$ cat src/rtl/memory_port_arbiter.sv
// memory_port_arbiter
// Shares one single-port memory between the instruction fetch path and the
// data load/store path. Data requests win by default; after STARVE_LIMIT
// consecutive data grants taken while a fetch waits, the fetch is forced in.
// A flush during a fetch lets the memory transaction finish but swallows
// its response.
//
// Ports:
//   iClk, iRst_n                 clock (rising edge), async active-low reset
//   iInstrValid/iInstrAddress    fetch request
//   iFlush                       discard the in-flight fetch response
//   oInstrReady/oInstrData       fetch completion pulse and fetched word
//   iDataValid/iDataWrite/
//   iDataAddress/iDataWriteData  load/store request
//   oDataReady/oDataReadData     load/store completion pulse and load data
//   oMemValid/oMemWrite/
//   oMemAddress/oMemWriteData    registered memory transaction
//   iMemReady/iMemReadData       memory completion and read data

module memory_port_arbiter #(
    parameter int unsigned ADDR_WIDTH   = 32,
    parameter int unsigned DATA_WIDTH   = 32,
    parameter int unsigned STARVE_LIMIT = 4
) (
    input  logic                  iClk,
    input  logic                  iRst_n,
    input  logic                  iInstrValid,
    input  logic [ADDR_WIDTH-1:0] iInstrAddress,
    input  logic                  iFlush,
    output logic                  oInstrReady,
    output logic [DATA_WIDTH-1:0] oInstrData,
    input  logic                  iDataValid,
    input  logic                  iDataWrite,
    input  logic [ADDR_WIDTH-1:0] iDataAddress,
    input  logic [DATA_WIDTH-1:0] iDataWriteData,
    output logic                  oDataReady,
    output logic [DATA_WIDTH-1:0] oDataReadData,
    output logic                  oMemValid,
    output logic                  oMemWrite,
    output logic [ADDR_WIDTH-1:0] oMemAddress,
    output logic [DATA_WIDTH-1:0] oMemWriteData,
    input  logic                  iMemReady,
    input  logic [DATA_WIDTH-1:0] iMemReadData
);

    localparam int unsigned           CntWidth = $clog2(STARVE_LIMIT + 1);
    localparam logic [CntWidth-1:0] CntMax   = CntWidth'(STARVE_LIMIT);
    localparam logic [CntWidth-1:0] CntOne   = CntWidth'(1);

    typedef enum logic [1:0] {
        StIdle,
        StGntI,
        StGntD
    } state_t;

    state_t                state;
    logic [CntWidth-1:0]   starveCnt;
    logic                  drop;
    logic                  memValid;
    logic                  memWrite;
    logic [ADDR_WIDTH-1:0] memAddress;
    logic [DATA_WIDTH-1:0] memWriteData;

    always_ff @(posedge iClk or negedge iRst_n) begin
        if (!iRst_n) begin
            state        <= StIdle;
            starveCnt    <= '0;
            drop         <= 1'b0;
            memValid     <= 1'b0;
            memWrite     <= 1'b0;
            memAddress   <= '0;
            memWriteData <= '0;
        end else begin
            case (state)
                StIdle: begin
                    if (iInstrValid && (!iDataValid || starveCnt == CntMax)) begin
                        state        <= StGntI;
                        starveCnt    <= '0;
                        memValid     <= 1'b1;
                        memWrite     <= 1'b0;
                        memAddress   <= iInstrAddress;
                        memWriteData <= '0;
                    end else if (iDataValid) begin
                        state        <= StGntD;
                        memValid     <= 1'b1;
                        memWrite     <= iDataWrite;
                        memAddress   <= iDataAddress;
                        memWriteData <= iDataWriteData;
                        // Only count data wins that actually made a fetch wait.
                        if (iInstrValid && starveCnt != CntMax) begin
                            starveCnt <= starveCnt + CntOne;
                        end
                    end
                end
                StGntI: begin
                    // Sticky so a one-cycle flush pulse still kills a late response.
                    if (iFlush) begin
                        drop <= 1'b1;
                    end
                    if (iMemReady) begin
                        state    <= StIdle;
                        drop     <= 1'b0;
                        memValid <= 1'b0;
                        memWrite <= 1'b0;
                    end
                end
                StGntD: begin
                    if (iMemReady) begin
                        state    <= StIdle;
                        memValid <= 1'b0;
                        memWrite <= 1'b0;
                    end
                end
                default: begin
                    state    <= StIdle;
                    memValid <= 1'b0;
                    memWrite <= 1'b0;
                end
            endcase
        end
    end

    assign oMemValid     = memValid;
    assign oMemWrite     = memWrite;
    assign oMemAddress   = memAddress;
    assign oMemWriteData = memWriteData;

    // Completion pulses are combinational so the requester sees them in the
    // same cycle the memory completes.
    assign oInstrReady   = (state == StGntI) & iMemReady & ~drop & ~iFlush;
    assign oDataReady    = (state == StGntD) & iMemReady;
    assign oInstrData    = iMemReadData;
    assign oDataReadData = iMemReadData;

endmodule

$ cat config.mk
export PLATFORM = sky130hd
export DESIGN_NAME = memory_port_arbiter
export DESIGN_NICKNAME = d
export VERILOG_FILES = /design/src/rtl/memory_port_arbiter.sv
export SDC_FILE = /design/constraint.sdc
export NUM_CORES = 1
export LEC_CHECK = 0
export ABC_AREA = 1
export CAP_MARGIN = 20
export CELL_PAD_IN_SITES_DETAIL_PLACEMENT = 0
export CELL_PAD_IN_SITES_GLOBAL_PLACEMENT = 1
export CORE_MARGIN = 3
export CORE_UTILIZATION = 43
export DETAILED_ROUTE_END_ITERATION = 6
export DONT_BUFFER_PORTS = 1
export PLACE_DENSITY = 0.86
export SYNTH_ARGS = -nofsm -noshare
export SYNTH_HDL_FRONTEND = slang
export SYNTH_SLANG_ARGS = --single-unit
$ cat constraint.sdc
create_clock -name iClk -period 2.12 [get_ports iClk]
set_clock_uncertainty 0.2 [all_clocks]
set_input_delay 0.318 -clock iClk [delete_from_list [all_inputs] [get_ports iClk]]
set_output_delay 0.318 -clock iClk [all_outputs]
set_load 0.03 [all_outputs]
==> results.json, run 1 <==
{
  "layout.nets": 671,
  "vias_per_cell": 4.87,
  "cap_violations": 0,
  "coreArea_um2": 8980,
  "finalSetupTns_ns": 0,
  "grt_pass1_vias": 3113,
  "path_cells": "inv_1 -> ha_1 -> nand2_1 -> nor3_1 -> buf_4",
  "drtIter0Drc": 116,
  "vias": 3225,
  "die_w_um": 103,
  "num_rows": 34,
  "cpPeakStageDelay_ns": 0.39,
  "totalWireLength_um": 10100,
  "min_path_type": "primary input to async pin",
  "cts.hold.buffers_added": 65,
  "die_area_um2": 10700,
  "whs_ns": -0.536,
  "root_buffer": "clkbuf_8",
  "required_ns": 1.60,
  "cts_setup_buffers": 0,
  "dp.final_hpwl_um": 6610,
  "place_area_um2": 3650,
  "clock-sinks": 72,
  "relSlewSlack": 0.333,
  "fin_area_um2": 4480,
  "fillCellCount": 834,
  "status": "finished with violations",
  "grt_remaining_overflow": 0,
  "routedWlPerCell_um": 15.2,
  "dr.pass1.iters": 4,
  "track_usage": 0.181,
  "grt_max_degree": 73,
  "antenna_found_initial": 0,
  "post_cts_resized": 0,
  "yosys_warnings": 0,
  "ys_seq_area_frac": 0.442,
  "max_freq_mhz": 522,
  "start_util": 0.454,
  "syn_area_per_cell_um2": 7.61,
  "arrival_ns": 1.40,
  "leakage_nw": 2.50,
  "drv_slew": 0,
  "n_antenna_cell": 0,
  "hold_viol": 72,
  "route.detailed.drc": 0,
  "irDropWorstVdd_mv": 0.526,
  "crit_slowest_cell": "dfrtp_1",
  "clk_path_buf_depth": 2,
  "grt_pass1_wl_um": 15000,
  "ios": 267,
  "p_per_area_nw_per_um2": 1460,
  "antenna_left": 0,
  "placed_cells": 581,
  "syn_nets": 676,
  "worst_slew_pin_slew_ns": 0.997,
  "fin_crit_sh": 0.903,
  "clkTransAtPathRegs_ns": 0.08,
  "power_mw": 6.54,
  "drive_gt1_frac": 0.0597,
  "place_congestion": 0.778,
  "rsz0062_at_grt": "no",
  "yosys.area.top_type": "dfrtp_1",
  "areaGrowthSynthToFinish_pct": 9.82,
  "synth.distinct_cells": 19,
  "failed_checks": "hold timing",
  "cts_htree_levels": 3,
  "critical_path_class": "flop to primary output",
  "start_kind": "flop",
  "synth_top_cell_area_share": 0.442,
  "syn_area_um2": 4080,
  "worstSkewPairLatency_ns": 0.34,
  "worstPathMaxFanout": 3,
  "final_util": 0.499,
  "finalCriticalPeriod_ns": 1.92,
  "port_buffers": 0,
  "setup_viol_count_final": 0,
  "die_h_um": 103,
  "end_kind": "primary output",
  "synthCells": 536,
  "tritoncts": "built",
  "seqCellArea_um2": 1800,
  "cts_buffers": 9,
  "ys_top_cells_by_area": "dfrtp_1 44%, nand2_1 16%, buf_4 13%",
  "synth-seq-cells": 72,
  "multi_input_area_um2": 1290,
  "fin_cells": 662
}
==> final cells by class <==
cell class              count  share of cell area
flip-flops and latches     72               0.402
clock inverters             6             0.00783
clock buffers              10              0.0307
inverters                  79              0.0668
repair buffers             75               0.168
multi-input cells         294               0.289
well taps                 126              0.0352
==> cell families after synthesis <==
family / count (synthesis) / synth area share
fa+ha+maj: 5 / 0.0153
buf+inv: 170 / 0.240
flops: 72 / 0.442
simple gates: 282 / 0.294
compound gates: 7 / 0.00859
==> sequential cells by signal, summed over array words and instances (netlist names) <==
| register | count |
|---|---|
| oMemWrite | 1 |
| state | 2 |
| oMemValid | 1 |
| oMemAddress | 32 |
| drop | 1 |
| oMemWriteData | 32 |
| starveCnt | 3 |
==> critical path, delay by kind of cell, from the launching register on <==
kind,cells,cell delay (ns)
adders and majority gates,1,0.19
buffers and inverters,2,0.29
DFF,1,0.39
and+or+nand+nor,2,0.20
==> path summary, 6_finish.rpt <==
kind / from / endpoint / slack [ns] / cells past startpoint
setup / recovery: state[1] / oInstrReady / 0.20 / 5
hold / removal: iRst_n / oMemWriteData[4] / -0.54 / 0
setup reg to reg: state[1] / drop / 0.36 / 7
hold reg to reg: starveCnt[2] / starveCnt[2] / 0.36 / 2
max in group asynchronous: iRst_n / starveCnt[1] / 2.14 / 0
min in group iClk: iInstrValid / oMemAddress[17] / 0.02 / 3
==> stage by stage <==
step	hold slack, ns	setup slack (ns)
after detailed placement	-0.176	0.425
final	-0.536	0.205
after global routing	-0.565	0.125
after floorplan	-0.178	0.302
after CTS	-0.557	0.174
after global placement	-0.176	0.477
==> layout by cell type (no fill, tap or decap), drive strengths merged <==
master,count
nor3,1
buf,10
clkinv,4
nand3,99
ha,5
nand2,177
dfrtp,72
clkbuf,10
nand3b,1
o21ai,5
a21oi,2
nor2,4
inv,79
clkinvlp,2
dlygate4sd3,65
==> report_power, final <==
group          internal (mW)  leakage (nW)  switching, mW
Combinational          0.704          1.52           1.16
Clock                  0.448        0.0878          0.510
Sequential              2.01         0.894           1.70
Total                   3.17          2.50           3.38
==> metal layers <==
| metal | vias to the layer above | track usage | part of all wire |
|---|---|---|---|
| li1 | 1552 | - | - |
| met1 | 1480 | 0.218 | 0.41 |
| met2 | 176 | 0.298 | 0.48 |
| met3 | 17 | 0.0610 | 0.094 |
| met4 | 0 | 0.0707 | 0.015 |
| met5 | - | 0 | 0 |
==> cell usage after synthesis <==
cell	n
a21oi_1	2
buf_2	10
buf_4	70
buf_6	8
clkbuf_1	2
clkbuf_4	1
dfrtp_1	72
ha_1	5
inv_1	77
inv_2	1
inv_4	1
nand2_1	174
nand2_2	3
nand3_1	99
nand3b_1	1
nor2_1	3
nor2_2	1
nor3_1	1
o21ai_0	5
Note: power is estimated with default switching activity, not from simulation.
==> run 2, diff against run 1 <==
Settings changed: CORE_AREA from default to 3 3 104 106, CORE_MARGIN 3 to default, CORE_UTILIZATION 43 to default, CTS_BUF_LIST from default to sky130_fd_sc_hd__clkbuf_4, CTS_CLUSTER_SIZE from default to 20, DIE_AREA from default to 0 0 107 109, PLACE_DENSITY 0.86 to 0.82.
==> results.json, run 2 (synthesis results as in run 1) <==
{
  "status": "finished with violations",
  "failed_checks": "DRC",
  "min_to": "state[0]",
  "cap_violations": 0,
  "end_kind": "flop",
  "hold_viol": 0,
  "die_h_um": 109,
  "max_freq_mhz": 503,
  "die_w_um": 107,
  "clock-sinks": 72,
  "rr_endpoint": "oMemAddress[2]",
  "worstPathMaxFanout": 6,
  "power_mw": 6.79,
  "antenna_found_initial": 0,
  "track_usage": 0.189,
  "vias_per_cell": 4.99,
  "top_layer": "met4",
  "n_antenna_cell": 0,
  "finalCriticalPeriod_ns": 1.99,
  "wl_met3_um": 1240,
  "whs_ns": 0.0732,
  "arrival_ns": 2.12,
  "wl_met2_um": 5590,
  "hold_depth": 4,
  "dp.final_hpwl_um": 6570,
  "irDropWorstVdd_mv": 0.608,
  "cts_buffers": 9,
  "cts_htree_levels": 3,
  "wl_met1_um": 4330,
  "num_rows": 36,
  "min_path_type": "primary input to flop",
  "finalSetupTns_ns": 0,
  "die_area_um2": 11700,
  "dr.pass1.iters": 7,
  "antenna_left": 0,
  "layout_commonest_cell": "nand2_1",
  "drtIter0Drc": 350,
  "crit_slowest_cell": "dlygate4sd3_1",
  "path_cells": "inv_1 -> ha_1 -> nand2_1 -> nand2_4 -> buf_12 -> nand3_1 -> dlygate4sd3_1 -> nand3_1 -> nand2_1",
  "setup_viol_count_final": 0,
  "worstSkewPairLatency_ns": 0.42,
  "tritoncts": "built",
  "layout_common_cells": "174 x nand2_1, 100 x dlygate4sd3_1, 99 x nand3_1, 77 x inv_1, 72 x dfrtp_1",
  "worst-path-buf-inv": 3,
  "ios": 267,
  "drv_slew": 0,
  "port_buffers": 0,
  "start_util": 0.413,
  "dpl_worst_slack_ns": 0.368,
  "clk_path_buf_depth": 2,
  "p_per_area_nw_per_um2": 1380,
  "critical_path_class": "flop to flop",
  "grt_pass1_wl_um": 17300,
  "reg2reg_from": "starveCnt[0]",
  "fin_crit_sh": 0.938,
  "grt_pass1_vias": 3567,
  "vias": 3539,
  "r2r_cells": 9,
  "rsz0062_at_grt": "no",
  "totalWireLength_um": 11500,
  "place_congestion": 0.693,
  "root_buffer": "clkbuf_4",
  "rrSetupSlack_ns": 0.13,
  "grt_max_degree": 73,
  "setup_ws_ns": 0.131,
  "drive_gt1_frac": 0.0660,
  "coreArea_um2": 9860,
  "min_from": "iInstrValid",
  "required_ns": 2.25,
  "areaGrowthSynthToFinish_pct": 20.9,
  "relSlewSlack": 0.721,
  "leakage_nw": 2.69,
  "worst_slew_pin_slew_ns": 0.419,
  "cpPeakStageDelay_ns": 0.56,
  "routedWlPerCell_um": 16.2,
  "clkTransAtPathRegs_ns": 0.14,
  "route.detailed.drc": 9,
  "crit_family": "buffers and inverters",
  "grt_remaining_overflow": 0,
  "start_kind": "flop",
  "layout.nets": 711
}
[run 2: changes by cell type in the layout (fill, tap and decap cells not counted), sizes merged]
cell	change
dlygate4sd3	+35
buf	+4
inv	+3
bufinv	+2
clkinv	-2
clkinvlp	-2
[run 2: where the power goes]
| part | switching (mW) | total, mW | internal [mW] |
|---|---|---|---|
| clock | 0.542 | 1.03 | 0.491 |
| sequential | 1.71 | 3.71 | 2.01 |
| combinational | 1.27 | 2.04 | 0.777 |
| total | 3.51 | 6.79 | 3.28 |
[run 2: worst max-delay path by stage]
| stage | startpoint | end | slack, ns | cells after the start |
|---|---|---|---|---|
| after floorplan | state[1] | oInstrReady | 0.30 | 4 |
| after global placement | state[0] | state[1] | 0.43 | 7 |
| after detailed placement | state[0] | state[1] | 0.37 | 7 |
| after CTS | starveCnt[0] | oMemAddress[2] | 0.05 | 9 |
| after global routing | state[1] | oInstrReady | 0.01 | 5 |
| final | starveCnt[0] | oMemAddress[2] | 0.13 | 9 |
[run 2: final cells by class]
| class | instances | area [um^2] |
|---|---|---|
| multi-input combinational | 294 | 1310 |
| clock buffer | 9 | 67.6 |
| inverter | 79 | 299 |
| sequential | 72 | 1800 |
| timing repair buffer | 115 | 1190 |
| clock inverter | 7 | 100 |
| fill | 893 | 4940 |
| tap | 133 | 166 |
[run 2: routing by layer]
metal  up-vias  GRT usage
met2       223      0.331
li1       1632          -
met1      1642      0.206
met4         0     0.0922
met3        42     0.0634
met5         -          0
[run 2: repair_timing]
action                     4_1_cts  5_1_grt
hold buffers                   102        0
setup buffers                    0        3
gates resized for setup          0        2
hold endpoints to repair       143        0
setup endpoints to repair        0        2
[run 2: through the flow]
stage,cells,instance area [um^2],utilization
5_1_grt,709,4930,0.500
3_3_place_gp,587,3650,0.370
2_1_floorplan,536,4080,-
4_1_cts,705,4870,0.494
3_5_place_dp,587,3650,0.370
6_report,709,4930,0.500
[run 2: worst reg2reg max path, stage by stage, from the launching register on]
cell,delay (ns)
dfrtp_1,0.41
inv_1,0.09
ha_1,0.15
nand2_1,0.08
nand2_4,0.11
buf_12,0.12
nand3_1,0.06
dlygate4sd3_1,0.56
nand3_1,0.08
nand2_1,0.05
